--- config.mk ---
export PLATFORM = sky130hd
export DESIGN_NAME = decrypt_code
export DESIGN_NICKNAME = d
export VERILOG_FILES = /design/src/rtl/decrypt_code.sv
export SDC_FILE = /design/constraint.sdc
export NUM_CORES = 1
export LEC_CHECK = 0
export ABC_AREA = 1
export CAP_MARGIN = 30
export CORE_ASPECT_RATIO = 1.5
export CORE_MARGIN = 2
export CORE_UTILIZATION = 36
export CTS_BUF_LIST = sky130_fd_sc_hd__clkbuf_2 sky130_fd_sc_hd__clkbuf_4 sky130_fd_sc_hd__clkbuf_8
export DETAILED_ROUTE_END_ITERATION = 8
export SETUP_SLACK_MARGIN = 0.05
export SLEW_MARGIN = 20
export SYNTH_ARGS = -nofsm -noshare
export SYNTH_HDL_FRONTEND = slang
export SYNTH_SLANG_ARGS = --single-unit
--- constraint.sdc ---
create_clock -name i_clk -period 4 [get_ports i_clk]
set_clock_uncertainty 0.1 [all_clocks]
set_input_delay 0.4 -clock i_clk [delete_from_list [all_inputs] [get_ports i_clk]]
set_output_delay 0.4 -clock i_clk [all_outputs]
set_load 0.1 [all_outputs]
--- src/rtl/decrypt_code.sv ---
// Receive-side descrambler and framer: regenerates the 4-bit LFSR keystream,
// recovers plaintext, hunts for the sync byte and deserialises framed payload.
module decrypt_code #(
  parameter logic [7:0] SYNC_WORD   = 8'hA5,
  parameter int         FRAME_BYTES = 4,
  parameter int         MISS_MAX    = 2,
  parameter logic [3:0] LFSR_SEED   = 4'b0001
) (
  input  logic       i_clk,
  input  logic       i_reset,
  input  logic       i_code,
  output logic [7:0] o_data,
  output logic       o_valid,
  output logic       o_sof,
  output logic       o_locked,
  output logic       o_sync_err
);

  localparam logic [0:0] ST_HUNT   = 1'b0;
  localparam logic [0:0] ST_LOCKED = 1'b1;

  localparam logic [7:0] FRAME_LAST = FRAME_BYTES[7:0];
  localparam logic [3:0] MISS_LIM   = MISS_MAX[3:0];

  logic [3:0] ks_q, ks_d;
  logic [7:0] sh_q, sh_d;
  logic [0:0] state_q, state_d;
  logic [2:0] bit_q, bit_d;
  logic [7:0] byte_q, byte_d;
  logic [3:0] miss_q, miss_d;
  logic [7:0] data_q, data_d;
  logic       valid_q, valid_d;
  logic       sof_q, sof_d;
  logic       err_q, err_d;

  logic       plain_bit;
  logic [7:0] window;
  logic [7:0] byte_next;
  logic [3:0] miss_inc;

  always_comb begin
    plain_bit = i_code ^ ks_q[0];
    window    = {sh_q[6:0], plain_bit};
    byte_next = (byte_q == FRAME_LAST) ? 8'd0 : byte_q + 8'd1;
    miss_inc  = miss_q + 4'd1;

    ks_d    = {ks_q[3] ^ ks_q[0], ks_q[3:1]};
    sh_d    = window;
    state_d = state_q;
    bit_d   = bit_q;
    byte_d  = byte_q;
    miss_d  = miss_q;
    data_d  = data_q;
    valid_d = 1'b0;
    sof_d   = 1'b0;
    err_d   = 1'b0;

    case (state_q)
      ST_HUNT: begin
        if (window == SYNC_WORD) begin
          state_d = ST_LOCKED;
          bit_d   = 3'd0;
          byte_d  = 8'd0;
          miss_d  = 4'd0;
        end
      end
      default: begin
        bit_d = bit_q + 3'd1;
        if (bit_q == 3'd7) begin
          byte_d = byte_next;
          if (byte_next != 8'd0) begin
            valid_d = 1'b1;
            data_d  = window;
            sof_d   = (byte_next == 8'd1);
          end else if (window == SYNC_WORD) begin
            miss_d = 4'd0;
          end else begin
            // Bad header: flywheel until the miss limit, then fall back to hunting.
            err_d  = 1'b1;
            miss_d = miss_inc;
            if (miss_inc >= MISS_LIM) begin
              state_d = ST_HUNT;
            end
          end
        end
      end
    endcase
  end

  always_ff @(posedge i_clk or posedge i_reset) begin
    if (i_reset) begin
      ks_q    <= LFSR_SEED;
      sh_q    <= 8'h00;
      state_q <= ST_HUNT;
      bit_q   <= 3'd0;
      byte_q  <= 8'd0;
      miss_q  <= 4'd0;
      data_q  <= 8'h00;
      valid_q <= 1'b0;
      sof_q   <= 1'b0;
      err_q   <= 1'b0;
    end else begin
      ks_q    <= ks_d;
      sh_q    <= sh_d;
      state_q <= state_d;
      bit_q   <= bit_d;
      byte_q  <= byte_d;
      miss_q  <= miss_d;
      data_q  <= data_d;
      valid_q <= valid_d;
      sof_q   <= sof_d;
      err_q   <= err_d;
    end
  end

  assign o_data     = data_q;
  assign o_valid    = valid_q;
  assign o_sof      = sof_q;
  assign o_sync_err = err_q;
  assign o_locked   = (state_q == ST_LOCKED);

endmodule

==> reports/results.ini <==
[clocking]
cts_htree_levels = 2
cts-resized-gates = 0
cts_buffers = 5
cts_tree = built
cts.sinks = 38
post_cts_buffers = 0
cts-hold-fix-buffers = 0
clock-root-buffer = clkbuf_8
clock_path_buffers = 2
clk_pin_slew_ps = 70
clkLatencyLatePin_ps = 290

[timing]
fmax_ghz = 0.419
period_share_pct = 59.7
rsz0062_at_grt = no
final-hold-violation-count = 0
fin_crit_ps = 2390
final_max_slew_viol_count = 0
max_slew_margin_pct = 35.5
tightest_slew_ps = 964
setup_viol = 0
fin_setup_tns_ps = 0

[global_route]
grt_use_total_pct = 13.4
grt_max_degree = 21
grt_pass1_vias = 1258
grt_pass1_wl_mm = 5.55
grt_antenna_before_repair = 0
grt-ovfl-total = 0

[routing]
totalWireLength_mm = 3.19
postRouteAntennaNets = 0
drt-pass1-iter-count = 4
routed_via_density = 4.57
wl_per_cell_microns = 11.4
drtIter0Drc = 34
post-route-drc-count = 0
vias = 1280

[outcome]
status = completed

[floorplanning]
dieWidth_microns = 61.7
io_pins = 15
initial_core_util_pct = 37.4
core_area_sq_um = 4810
dieArea_sq_um = 5590
fp-row-count = 31
die_y_microns = 90.6

[yosys]
synthFlopType = dfrtp_1
netlist_area_sq_um = 1800
yosysUniqueCellTypes = 28
yosysTopAreaCell = dfrtp_1
synth.avg_cell_area_sq_um = 9.27
ys_top_cells_by_area = dfrtp_1 51%, nand2_1 8.8%, inv_1 4.8%, ha_1 4.2%, nand3_1 4.2%
synth_most_common_cell = nand2_1
ys_ff_latch = 38
ys_seq_area_share_pct = 52.9
synth_common_cells = 42 x nand2_1, 37 x dfrtp_1, 23 x inv_1
syn_nets = 203
synth-async-reset-ratio_pct = 100
synth_edf_count = 0
synth_top_area_share_pct = 51.5
yosysWarnings = 0
synthCells = 194

[placed_design]
gp_congestion = 0.764
portBuffers = 14
placed_cells = 272
dp_hpwl_mm = 2.44

[worst_hold_path]
hold_path.class = register to register
hold_start = ks_q[1]
whs_endpoint = ks_q[0]
hold_depth = 0

[worst_setup_path]
cp-end-kind = primary output
worstSetupStartpointType = register
r2r_end = o_data[0]
crit_slowest_cell = clkdlybuf4s50_1
criticalPathCategory = register to primary output
rr_startpoint = byte_q[0]
critical-path-top-delay-family = buffers and inverters
max_stage_delay_ps = 1160
crit_buf_inv = 1
reg2reg_slack_ps = 1990
crit_chain = clkdlybuf4s50_1
arrival_ps = 1890
reg2regPathDepth = 10
path_max_fanout = 6
worst_ep_required_time_ps = 3500

[final_layout]
drive_above_1_share_pct = 15.0
nNetsFinal = 222
diodes = 0
layoutNonFillerInstCount = 280
syn_to_final_growth_pct = 16.3
final_core_util_pct = 43.5

[flow_run]
drv_cap = 0

[power]
power.density_nw_per_um2 = 723
ir_worst_vdd_mv = 0.230
p_leak_nw = 1.02

## worst max path at each step
stage | end | startpoint | depth (start not counted) | slack (ps)
after global placement | byte_q[0] | i_code | 8 | 1920
after detailed placement | byte_q[0] | i_code | 8 | 1880
after floorplan | miss_q[2] | o_locked | 5 | 1890
after global routing | o_locked | o_locked | 1 | 1560
final | o_locked | o_locked | 1 | 1610
after CTS | o_locked | o_locked | 1 | 1600
## placed cells by master (no fill, tap or decap), drive strengths merged
| cell type | instances |
|---|---|
| clkdlybuf4s50 | 14 |
| clkinvlp | 1 |
| clkbuf | 6 |
| nor3b | 2 |
| xnor2 | 2 |
| nor3 | 5 |
| nor4 | 1 |
| dfstp | 1 |
| a22oi | 1 |
| o21ai | 12 |
| inv | 23 |
| nand4 | 5 |
| ha | 6 |
| nand3 | 19 |
| a21oi | 1 |
| buf | 1 |
| clkinv | 2 |
| nor2 | 16 |
| dfrtp | 37 |
| o22ai | 5 |
| xor2 | 2 |
| nand2 | 52 |
## registers in the layout (all words and copies together), names as in the netlist
name	count
byte_q	8
miss_q	4
o_sync_err	1
sh_q	7
o_locked	1
o_valid	1
bit_q	3
o_sof	1
o_data	8
ks_q	4
## logic make-up (layout without fill, tap and decap cells)
group                      count (synthesis)  after routing  synth area share (%)
AOI/OAI and AO/OA                         19             19                  6.40
and+or+nand+nor                          100            100                  27.8
xor gates and xnor gates                   4              4                  1.95
buffers and inverters                     27             47                  6.75
DFF                                       38             38                  52.9
adders and majority gates                  6              6                  4.17
## stage by stage
stage | total power, mW | setup slack (ps) | hold slack (ps) | cell area (sq um)
2_1_floorplan | 1.12 | 1890 | 231 | 1800
3_3_place_gp | 1.26 | 1920 | 245 | 2000
3_5_place_dp | 1.26 | 1880 | 239 | 2000
4_1_cts | 1.53 | 1600 | 262 | 2090
5_1_grt | 1.62 | 1560 | 279 | 2090
6_report | 1.51 | 1610 | 256 | 2090
## metal layers
metal  part of all wire [%]  track usage, %
met1                     45            16.4
met2                     50            21.0
met3                    2.7            3.87
met4                    2.6            6.38
met5                      0               0
## power breakdown
group          switching (mW)  leakage, nW  internal, mW
clock                   0.133       0.0472         0.138
sequential             0.0900        0.462         0.478
combinational           0.473        0.511         0.202
total                   0.696         1.02         0.818
## final cells by class
type                       count  area, sq um
timing repair buffer          15          148
clock buffer                   6         82.6
inverter                      24         90.1
sequential                    38          952
clock inverter                 2         12.5
multi-input combinational    129          726
tap                           66         82.6
fill                         491         2720
Power figures use the tool's default switching activity.
